### src/rtl/keypad_hex_entry.sv
// Hex keypad operand entry: synchronises and debounces a 4x4 keypad, then shifts
// one decoded digit per press into a right-aligned 32-bit operand (4 or 8 digits).
module keypad_hex_entry #(
  parameter int unsigned DEBOUNCE_CYCLES = 3,
  parameter int unsigned CNT_W           = 8
) (
  input  logic        clk,
  input  logic        rst_n,
  input  logic        data_type,
  input  logic        ce,
  input  logic [3:0]  key_row,
  input  logic [3:0]  key_col,
  output logic [31:0] operand,
  output logic [3:0]  digit_cnt,
  output logic        full,
  output logic        key_pulse,
  output logic [3:0]  key_hex,
  output logic        multi_key
);

  localparam logic [1:0] IDLE   = 2'd0;
  localparam logic [1:0] PRESS  = 2'd1;
  localparam logic [1:0] ACCEPT = 2'd2;
  localparam logic [1:0] HELD   = 2'd3;

  localparam logic [CNT_W-1:0] DB_LIM = CNT_W'(DEBOUNCE_CYCLES);

  logic [1:0]       state;
  logic [3:0]       row_m, row_s, col_m, col_s;
  logic [7:0]       code, latched_code;
  logic             code_valid;
  logic [CNT_W-1:0] cnt, cnt_nxt;
  logic             dt_q, clear, multi_seen;
  logic [3:0]       latched_hex;

  function automatic logic [3:0] hex_of(input logic [7:0] c);
    logic [3:0] h;
    h = 4'h0;
    case (c)
      8'b1000_1000: h = 4'h1;
      8'b1000_0100: h = 4'h2;
      8'b1000_0010: h = 4'h3;
      8'b1000_0001: h = 4'h4;
      8'b0100_1000: h = 4'h5;
      8'b0100_0100: h = 4'h6;
      8'b0100_0010: h = 4'h7;
      8'b0100_0001: h = 4'h8;
      8'b0010_1000: h = 4'h9;
      8'b0010_0100: h = 4'h0;
      8'b0010_0010: h = 4'hA;
      8'b0010_0001: h = 4'hB;
      8'b0001_1000: h = 4'hC;
      8'b0001_0100: h = 4'hD;
      8'b0001_0010: h = 4'hE;
      8'b0001_0001: h = 4'hF;
      default:      h = 4'h0;
    endcase
    return h;
  endfunction

  always_comb begin
    code        = {row_s, col_s};
    code_valid  = $onehot(row_s) && $onehot(col_s);
    cnt_nxt     = cnt + 1'b1;
    clear       = ce | (data_type != dt_q);
    full        = data_type ? (digit_cnt == 4'd8) : (digit_cnt == 4'd4);
    latched_hex = hex_of(latched_code);
  end

  always_ff @(posedge clk or negedge rst_n) begin
    if (!rst_n) begin
      row_m        <= '0;
      row_s        <= '0;
      col_m        <= '0;
      col_s        <= '0;
      dt_q         <= 1'b0;
      state        <= IDLE;
      cnt          <= '0;
      latched_code <= '0;
      multi_seen   <= 1'b0;
      key_pulse    <= 1'b0;
      key_hex      <= '0;
      multi_key    <= 1'b0;
      operand      <= '0;
      digit_cnt    <= '0;
    end else begin
      row_m     <= key_row;
      row_s     <= row_m;
      col_m     <= key_col;
      col_s     <= col_m;
      dt_q      <= data_type;
      key_pulse <= 1'b0;
      multi_key <= 1'b0;

      case (state)
        IDLE: begin
          if (code_valid) begin
            latched_code <= code;
            cnt          <= {{(CNT_W-1){1'b0}}, 1'b1};
            multi_seen   <= 1'b0;
            state        <= (DB_LIM <= {{(CNT_W-1){1'b0}}, 1'b1}) ? ACCEPT : PRESS;
          end else if (code != '0) begin
            // Strobe once per ghost press, re-armed when the lines go idle or valid
            if (!multi_seen) multi_key <= 1'b1;
            multi_seen <= 1'b1;
          end else begin
            multi_seen <= 1'b0;
          end
        end
        PRESS: begin
          if (code == latched_code) begin
            cnt <= cnt_nxt;
            if (cnt_nxt >= DB_LIM) state <= ACCEPT;
          end else begin
            state <= IDLE;
          end
        end
        ACCEPT: begin
          key_pulse <= 1'b1;
          key_hex   <= latched_hex;
          cnt       <= '0;
          state     <= HELD;
        end
        HELD: begin
          if (code == '0) begin
            if (cnt_nxt >= DB_LIM) begin
              cnt   <= '0;
              state <= IDLE;
            end else begin
              cnt <= cnt_nxt;
            end
          end else begin
            cnt <= '0;
          end
        end
        default: state <= IDLE;
      endcase

      // Clear takes priority over a coincident accept; the strobe still fires
      if (clear) begin
        operand   <= '0;
        digit_cnt <= '0;
      end else if (state == ACCEPT && !full) begin
        operand   <= {operand[27:0], latched_hex};
        digit_cnt <= digit_cnt + 1'b1;
      end
    end
  end

endmodule

### config.mk
export PLATFORM = sky130hd
export DESIGN_NAME = keypad_hex_entry
export DESIGN_NICKNAME = d
export VERILOG_FILES = /design/src/rtl/keypad_hex_entry.sv
export SDC_FILE = /design/constraint.sdc
export NUM_CORES = 1
export LEC_CHECK = 0
export ABC_AREA = 1
export CORE_MARGIN = 5
export CORE_UTILIZATION = 54
export CTS_CLUSTER_DIAMETER = 40
export DETAILED_ROUTE_END_ITERATION = 10
export PLACE_DENSITY = 0.88
export SYNTH_ARGS = -nofsm -noshare
export SYNTH_HDL_FRONTEND = slang
export SYNTH_SLANG_ARGS = --single-unit
### constraint.sdc
create_clock -name clk -period 2.8 [get_ports clk]
set_input_delay 0.42 -clock clk [delete_from_list [all_inputs] [get_ports clk]]
set_output_delay 0.42 -clock clk [all_outputs]
set_load 0.02 [all_outputs]
# Word level (Yosys, flattened, before mapping)
# Index checks and enable logic that the tools add are counted.
[classes]
addsub = 8
multipliers = 0
div_mod_pow = 0
magnitude_cmp = 1
eq_ne = 29
shift = 0
n_mux = 24
bitwise_logic = 1
reduce_logical = 10
[ops]
columns = ["operator", "count"]
rows = [
  ["$mux 32", 2],
  ["$pmux 4 s15", 1],
  ["$eq 8x5->1 const B", 4],
  ["$eq 8x7->1 const B", 4],
  ["$eq 8x8->1 const B", 4],
  ["$mux 8", 4],
  ["$pmux 8 s4", 1],
  ["$eq 8x6->1 const B", 3],
  ["$mux 2", 5],
  ["$add 1x1->2", 4],
  ["$add 8x1->8 const B", 1],
  ["$eq 8x8->1", 1],
  ["$ge 8x2->1 const B", 1],
  ["$logic_not 8->1", 1],
  ["$mux 1", 8],
  ["$mux 4", 2],
  ["$ne 2x2->1 const B", 4],
  ["$pmux 2 s4", 1],
  ["$reduce_bool 8->1", 1],
  ["$add 2x2->3", 2],
  ["$eq 3x1->1 const B", 2],
  ["$add 4x1->4 const B", 1],
  ["$eq 2x2->1 const B", 2],
  ["$eq 4x3->1 const B", 1],
  ["other kinds (11)", 13],
]
[totals]
reg_bits = 78
latch_bits = 0
ramBits = 0
rom_bits = 0
in_bits = 12
wordCells = 87
mem_count = 0

# Longest topological paths before layout
# Gate-level depths: netlist (run 1).
[depth]
word_depth = 6
ltp_mapped = 12
depth_no_buf = 12

# Least setup slack after synthesis (run 1)
# No wires, ideal clock.
[synth_path]
kind = "register -> register"
start = "reg col_s[0]"
end = "reg latched_code[0]"
setup_ps = 131
arrival_ps = 2250
required_time_ps = 2669
slack_ps = 418
path_stages_with_launch = 11
n_path_buf = 1
period_less_slack_ps = 2382
cell_sequence = "dfrtp_1 inv_1 fa_1 inv_1 ha_1 ha_1 nor2_1 nand4_1 nor3_2 clkbuf_1 o21ai_0"
[synth_between]
elab_chain_len = 5
[synth_rtl]
columns = ["item", "line", "source"]
rows = [
  ["start, declared", "29", "logic [3:0] row_m, row_s, col_m, col_s;"],
  ["start signal, assigned", "90", "col_s <= col_m;"],
  ["$add 1x1->2 (implied by the code)", "63", "code_valid = $onehot(row_s) && $onehot(col_s);"],
  ["$add 2x2->3 (implied by the code)", "63", ""],
  ["$eq 3x1->1", "63", ""],
  ["$logic_and 1x1->1", "63", ""],
  ["$reduce_and 2->1 (no line)", "-", ""],
  ["end signal, assigned", "98", "latched_code <= code;"],
  ["end, declared", "30", "logic [7:0] code, latched_code;"],
]
# Several ways; a longest one is shown, not always the timed one.
# A chain may end at the register's enable or synchronous reset.

# Worst setup path in the final report (run 1)
[layout_path]
start = "reg col_s[0]"
end = "reg cnt[0]"
[layout_between]
elab_chain_len = 6
[layout_rtl]
columns = ["item", "line", "source"]
rows = [
  ["$add 1x1->2 (implied by the code)", "63", ""],
  ["$add 2x2->3 (implied by the code)", "63", ""],
  ["$eq 3x1->1", "63", ""],
  ["$logic_and 1x1->1", "63", ""],
  ["$ne 2x2->1 (no line)", "-", ""],
  ["$reduce_and 2->1 (no line)", "-", ""],
  ["end signal, assigned", "99", "cnt <= {{(CNT_W-1){1'b0}}, 1'b1};"],
  ["end signal, assigned", "112", "cnt <= cnt_nxt;"],
  ["end signal, assigned", "130", "cnt <= cnt_nxt;"],
  ["end, declared", "32", "logic [CNT_W-1:0] cnt, cnt_nxt;"],
]
# Several ways; a longest one is shown, not always the timed one.

==> results of run 1 <==
[power by group through the flow]
stage                     sequential [W]  clock [W]  combinational [W]
after floorplan                  0.00137          0           0.000446
after global placement           0.00137          0           0.000606
after detailed placement         0.00138          0           0.000642
after CTS                        0.00136   0.000914           0.000648
after global routing             0.00138   0.000957           0.000734
final                            0.00136   0.000903           0.000648
[worst paths after layout]
check | startpoint | to | slack, ns | cells after the start
hold reg to reg | row_m[1] | row_s[1] | 0.35 | 0
max in group asynchronous | rst_n | digit_cnt[0] | 1.98 | 1
min in group clk | row_m[1] | row_s[1] | 0.35 | 0
setup reg to reg | col_s[0] | cnt[0] | 0.45 | 12
setup / recovery | col_s[0] | cnt[0] | 0.45 | 12
hold / removal | rst_n | col_m[3] | 0.21 | 1
[per-stage QoR]
stage          power, W  std cells
4_1_cts        0.002921        533
2_1_floorplan  0.001812        389
3_5_place_dp   0.002021        518
6_report       0.002910        533
3_3_place_gp   0.001977        518
5_1_grt        0.003070        533
[cells by family (layout without fill, tap and decap cells)]
group / after synthesis / in the layout / synth area share, %
simple gates: 144 / 144 / 17.62
compound gates: 68 / 68 / 14.00
buf+inv: 81 / 145 / 9.050
flops: 78 / 78 / 53.28
xor+xnor: 5 / 5 / 1.195
fa+ha+maj: 13 / 13 / 4.850
[placed cells by master, fill, tap and decap left out, types with 2 or more instances in the layout]
master,Yosys,layout
a21oi_1,8,8
a31oi_1,4,4
buf_4,2,3
bufinv_16,0,2
clkbuf_8,0,9
clkdlybuf4s50_1,0,53
clkinv_2,0,2
dfrtp_1,78,78
fa_1,2,2
ha_1,11,11
inv_1,69,69
inv_2,3,3
nand2_1,71,71
nand3_1,26,26
nand4_1,4,4
nor2_1,33,33
nor2_2,2,2
o21ai_0,12,12
o21ai_1,15,15
o22ai_1,6,6
o22ai_2,20,20
xnor2_1,5,5
[state kept, by name (all words and copies together), names as in the netlist, named ones only]
| register | flops |
|---|---|
| cnt | 8 |
| col_m | 4 |
| col_s | 4 |
| digit_cnt | 4 |
| dt_q | 1 |
| key_hex | 4 |
| key_pulse | 1 |
| latched_code | 8 |
| multi_key | 1 |
| multi_seen | 1 |
| operand | 32 |
| row_m | 4 |
| row_s | 4 |
| state | 1 |
[critical path, cell delays in order (launching register included)]
cell and delay (ns):
dfrtp_1 0.39, inv_1 0.09, fa_1 0.53, inv_1 0.04, ha_1 0.17, ha_1 0.26
nor2_1 0.10, nand4_1 0.12, nand2_1 0.10, nand2_1 0.14, inv_2 0.15, nor2_1 0.05
a21oi_1 0.13
[cell type report]
cell class / count / area share [%]
Sequential cell: 78 / 43.61
Multi-Input combinational cell: 230 / 30.84
Timing Repair Buffer: 56 / 12.36
Inverter: 74 / 6.262
Clock buffer: 9 / 2.768
Tap cell: 80 / 2.237
Clock inverter: 6 / 1.929
[metal layers]
layer / global-route usage, % / vias up
li1: - / 1369
met1: 22.49 / 1320
met2: 32.21 / 64
met3: 3.493 / 14
met4: 9.282 / 0
met5: 0 / -
==> results.py, run 1 <==
metrics = {
    "layout": {
        "finalInstanceArea_sq_mm": 0.004476,
        "synthToLayoutAreaGrowth_pct": 22.17,
        "drive_gt1_share_pct": 11.04,
        "final_util_pct": 66.99,
        "nNetsFinal": 474,
        "nFillCells": 520,
        "multi_input_area_sq_mm": 0.001380,
        "ff_latch_area_sq_mm": 0.001952,
        "diodes": 0,
    },
    "yosys": {
        "yosys-top-cells-area": "dfrtp_1, nand2_1, inv_1",
        "synth_top_area_share_pct": 53.28,
        "synthTopCellsByCount": "dfrtp_1, nand2_1, inv_1",
        "synth_cell_type_count": 34,
        "synth.ff_latch_count": 78,
        "synth_most_common_cell": "dfrtp_1",
        "syn_inst": 389,
        "synth_flop_cell": "dfrtp_1",
        "postSynthAreaPerCell_sq_um": 9.418,
        "synth_nets": 414,
        "synth_enable_flop_cells": 0,
        "yosys.area.top_type": "dfrtp_1",
        "ys.warnings.count": 0,
        "seq_area_frac_synth_pct": 53.28,
        "syn_area_sq_mm": 0.003664,
        "async_reset_ff_share_pct": 100.0,
    },
    "sta": {
        "fin_skew_ns": 0.007912,
        "fmax_ghz": 0.4261,
        "layout_setup_ws_ns": 0.4532,
        "slew_viol_final": 0,
        "final_hold_viol_count": 0,
        "grt_setup_unrepaired": "false",
        "finalSetupViolCount": 0,
        "min_period_ns": 2.347,
        "tightest_slew_ns": 0.9425,
        "slew_headroom_pct": 37.17,
        "tns_ns": 0,
        "fin_crit_sh_pct": 83.81,
        "holdWs_ns": 0.2130,
    },
    "power": {
        "switchingPower_w": 0.0009482,
        "switching_share_pct": 32.58,
        "p_leak_nw": 2.017,
        "comb_power_share_pct": 22.3,
        "ir_drop_mv": 0.4362,
        "clockPowerShare_pct": 31.0,
        "p_seq_share_pct": 46.7,
        "p_int_w": 0.001962,
        "power.density_cell_area_mw_per_mm2": 650.3,
    },
    "drt": {
        "wl_met3_um": 368,
        "ant_nets": 0,
        "vias": 2767,
        "viasPerCell": 5.191,
        "drtPass1Iterations": 4,
        "route.met2.wl_um": 3853,
        "drtIter0Drc": 157,
        "routed.top_layer": "met4",
        "wl_per_cell_um": 13.86,
        "wirelength_um": 7387,
        "drc": 0,
        "routedLengthMet1_um": 3024,
    },
    "clocking": {
        "cts_setup_buffers": 0,
        "clkLatencyLatePin_ns": 0.35,
        "cts_tree": "built",
        "cts.clk_slew.worst_paths_ns": 0.08,
        "cts_resized": 0,
        "numCtsBuffers": 9,
        "clock_sink_count": 78,
        "holdBufCountCts": 0,
        "cts_buffer_depth": 2,
        "htreeDepth": 3,
        "cts_root_buffer": "clkbuf_8",
    },
    "global_routing": {
        "grt_pass1_vias": 2821,
        "grt_antenna_before_repair": 0,
        "grt_max_degree": 79,
        "grt_pass1_wl_um": 12650,
        "grt.overflow.total": 0,
        "grt_usage_pct": 18.72,
    },
    "worst_hold_path": {
        "hold_class": "input port to async pin",
    },
    "floorplan": {
        "die_area_sq_mm": 0.008531,
        "die_x_um": 92.37,
        "core-area_sq_mm": 0.006681,
        "io_pins": 55,
        "start_util_pct": 54.83,
        "die_y_um": 92.37,
        "num_rows": 30,
    },
    "worst_setup_path": {
        "required_ns": 3.08,
        "end_kind": "register",
        "critPathLaunchType": "register",
        "crit_type": "register to register",
        "cp.arrival_ns": 2.62,
        "critical_path.max_fanout": 7,
    },
    "status": {
        "status": "complete, no violations",
    },
    "run": {
        "cap_viol_max_count": 0,
    },
    "placement": {
        "place_hpwl_um": 5432,
        "place_ws_ns": 0.4430,
        "portBuffers": 54,
        "gp_congestion": 0.8411,
        "placed_cell_area_sq_mm": 0.004265,
    },
}
Note: power is estimated with default switching activity, not from simulation.
==> run 2, diff against run 1 <==
--- a/config.mk
+++ b/config.mk
@@ -7,10 +7,10 @@
 export LEC_CHECK = 0
 export ABC_AREA = 1
 export CORE_MARGIN = 5
-export CORE_UTILIZATION = 54
+export CORE_UTILIZATION = 49
 export CTS_CLUSTER_DIAMETER = 40
 export DETAILED_ROUTE_END_ITERATION = 10
-export PLACE_DENSITY = 0.88
+export PLACE_DENSITY = 0.84
 export SYNTH_ARGS = -nofsm -noshare
 export SYNTH_HDL_FRONTEND = slang
 export SYNTH_SLANG_ARGS = --single-unit
==> constraint.sdc (replaced) <==
create_clock -name clk -period 2.1 [get_ports clk]
set_input_delay 0.315 -clock clk [delete_from_list [all_inputs] [get_ports clk]]
set_output_delay 0.315 -clock clk [all_outputs]
set_load 0.02 [all_outputs]
==> results.py, run 2 (same netlist as run 1, synthesis figures left out) <==
metrics = {
    "power": {
        "comb_power_share_pct": 24.6,
        "power.density_cell_area_mw_per_mm2": 807.4,
        "switching_share_pct": 35.45,
        "clockPowerShare_pct": 27.8,
        "ir_drop_mv": 0.4178,
        "p_leak_nw": 2.121,
        "switchingPower_w": 0.001348,
        "p_seq_share_pct": 47.7,
        "p_int_w": 0.002455,
    },
    "drt": {
        "viasPerCell": 5.082,
        "vias": 2902,
        "drtIter0Drc": 105,
        "wirelength_um": 7944,
        "ant_nets": 0,
        "drc": 0,
        "drtPass1Iterations": 5,
        "wl_per_cell_um": 13.91,
    },
    "placement": {
        "place_hpwl_um": 5838,
        "gp_congestion": 0.8386,
        "dpl.cell_count": 552,
        "portBuffers": 54,
    },
    "layout": {
        "final_common_cell": "dfrtp_1",
        "multi_input_area_sq_mm": 0.001441,
        "ff_latch_area_sq_mm": 0.001952,
        "final_cells": 571,
        "diodes": 0,
        "reg_top3": "operand x32, cnt x8, latched_code x8",
        "mostFrequentLayoutCells": "dfrtp_1, nand2_1, inv_1",
        "largest_reg_flops": 32,
        "synthToLayoutAreaGrowth_pct": 28.55,
        "nNetsFinal": 492,
        "drive_gt1_share_pct": 16.95,
        "regMostFlops": "operand",
        "nFillCells": 576,
    },
    "run": {
        "cap_viol_max_count": 0,
    },
    "floorplan": {
        "start_util_pct": 50.51,
        "die_y_um": 96.47,
        "die_area_sq_mm": 0.009306,
        "core-area_sq_mm": 0.007253,
        "io_pins": 55,
        "num_rows": 31,
        "die_x_um": 96.47,
    },
    "status": {
        "status": "finished with violations",
        "violations": "negative setup slack",
    },
    "clocking": {
        "clkLatencyLatePin_ns": 0.36,
        "cts_root_buffer": "clkbuf_8",
        "cts_buffer_depth": 2,
        "cts.clk_slew.worst_paths_ns": 0.08,
        "cts_tree": "built",
        "numCtsBuffers": 9,
        "clock_sink_count": 78,
        "htreeDepth": 3,
    },
    "worst_setup_path": {
        "critical_path.max_fanout": 7,
        "end_kind": "register",
        "crit_family": "adder cells",
        "cp_cell_sequence": "inv_2 -> fa_1 -> inv_1 -> ha_2 -> ha_4 -> nor2_2 -> nand4_1 -> nand2_1 -> nand2_4 -> inv_4 -> nand3_1 -> o21ai_1",
        "crit_type": "register to register",
        "cpPeakStageDelay_ns": 0.52,
        "r2r_setup_slack_ns": -0.12,
        "required_ns": 2.38,
        "cp.arrival_ns": 2.49,
        "slowest_stage": "fa_1",
        "critPathLaunchType": "register",
        "critPathBufInv": 3,
    },
    "sta": {
        "final_hold_viol_count": 0,
        "fmax_ghz": 0.4514,
        "grt_setup_unrepaired": "true",
        "fin_skew_ns": 0.01558,
        "finalSetupViolCount": 18,
        "layout_setup_ws_ns": -0.1153,
        "holdWs_ns": 0.3566,
        "min_period_ns": 2.215,
        "tightest_slew_ns": 0.4024,
        "slew_viol_final": 0,
        "slew_headroom_pct": 73.18,
        "tns_ns": -1.008,
        "fin_crit_sh_pct": 105.5,
    },
    "worst_hold_path": {
        "hold_class": "register to register",
    },
    "global_routing": {
        "grt_pass1_vias": 2869,
        "grt.overflow.total": 0,
        "grt_usage_pct": 18.56,
        "grt_pass1_wl_um": 13290,
        "grt_max_degree": 32,
        "grt_antenna_before_repair": 0,
    },
}
## run 2: area by class of cell
type | count | area share [%]
Sequential cell | 78 | 41.45
Multi-Input combinational cell | 230 | 30.61
Timing Repair Buffer | 74 | 15.52
Inverter | 74 | 6.004
Clock buffer | 9 | 2.630
Tap cell | 99 | 2.630
Clock inverter | 7 | 1.169
## run 2: worst paths after layout
check	startpoint	to	cells after the start
max	col_s[0]	cnt[2]	12
min	row_m[3]	row_s[3]	0
max reg2reg	col_s[0]	cnt[2]	12
min reg2reg	row_m[3]	row_s[3]	0
max in group asynchronous	rst_n	cnt[5]	3
min in group asynchronous	rst_n	col_m[0]	2
## run 2: per-layer routing
| layer | up-vias | track usage, % | part of all wire [%] |
|---|---|---|---|
| met2 | 70 | 32.07 | 53 |
| met5 | - | 0 | 0 |
| li1 | 1407 | - | - |
| met1 | 1416 | 23.13 | 40 |
| met3 | 9 | 3.021 | 5.3 |
| met4 | 0 | 7.593 | 1.1 |
## run 2: power groups by stage
stage	registers, W	clock network (W)	logic (W)
after floorplan	0.00182	0	0.000613
after global placement	0.00183	0	0.000847
after detailed placement	0.00184	0	0.000881
after CTS	0.00181	0.00107	0.000908
after global routing	0.00184	0.00113	0.00107
final	0.00181	0.00106	0.000934
## run 2: per-stage QoR
| stage | utilization, % | power, W | instance area, sq um | worst slack, ns |
|---|---|---|---|---|
| after floorplan | - | 0.002435 | 3712 | -0.1364 |
| after global placement | 61.74 | 0.002674 | 4478 | -0.05361 |
| after detailed placement | 61.74 | 0.002721 | 4478 | -0.1144 |
| after CTS | 64.62 | 0.003783 | 4687 | -0.09681 |
| after global routing | 64.93 | 0.004039 | 4710 | -0.2672 |
| final | 64.93 | 0.003803 | 4710 | -0.1153 |
## run 2: timing repair
item	in CTS	in global routing
endpoints found under the setup margin	16	20
gates resized for setup	4	10
pin swaps	6	0
setup buffers	2	0
hold buffers	1	0
endpoints found under the hold margin	29	0
## run 2: worst register-to-register path, cell delays in order (launching register included)
cell and delay (ns):
dfrtp_1 0.38, inv_2 0.06, fa_1 0.52, inv_1 0.04
ha_2 0.17, ha_4 0.21, nor2_2 0.07, nand4_1 0.16
nand2_1 0.17, nand2_4 0.09, inv_4 0.10, nand3_1 0.08
o21ai_1 0.09
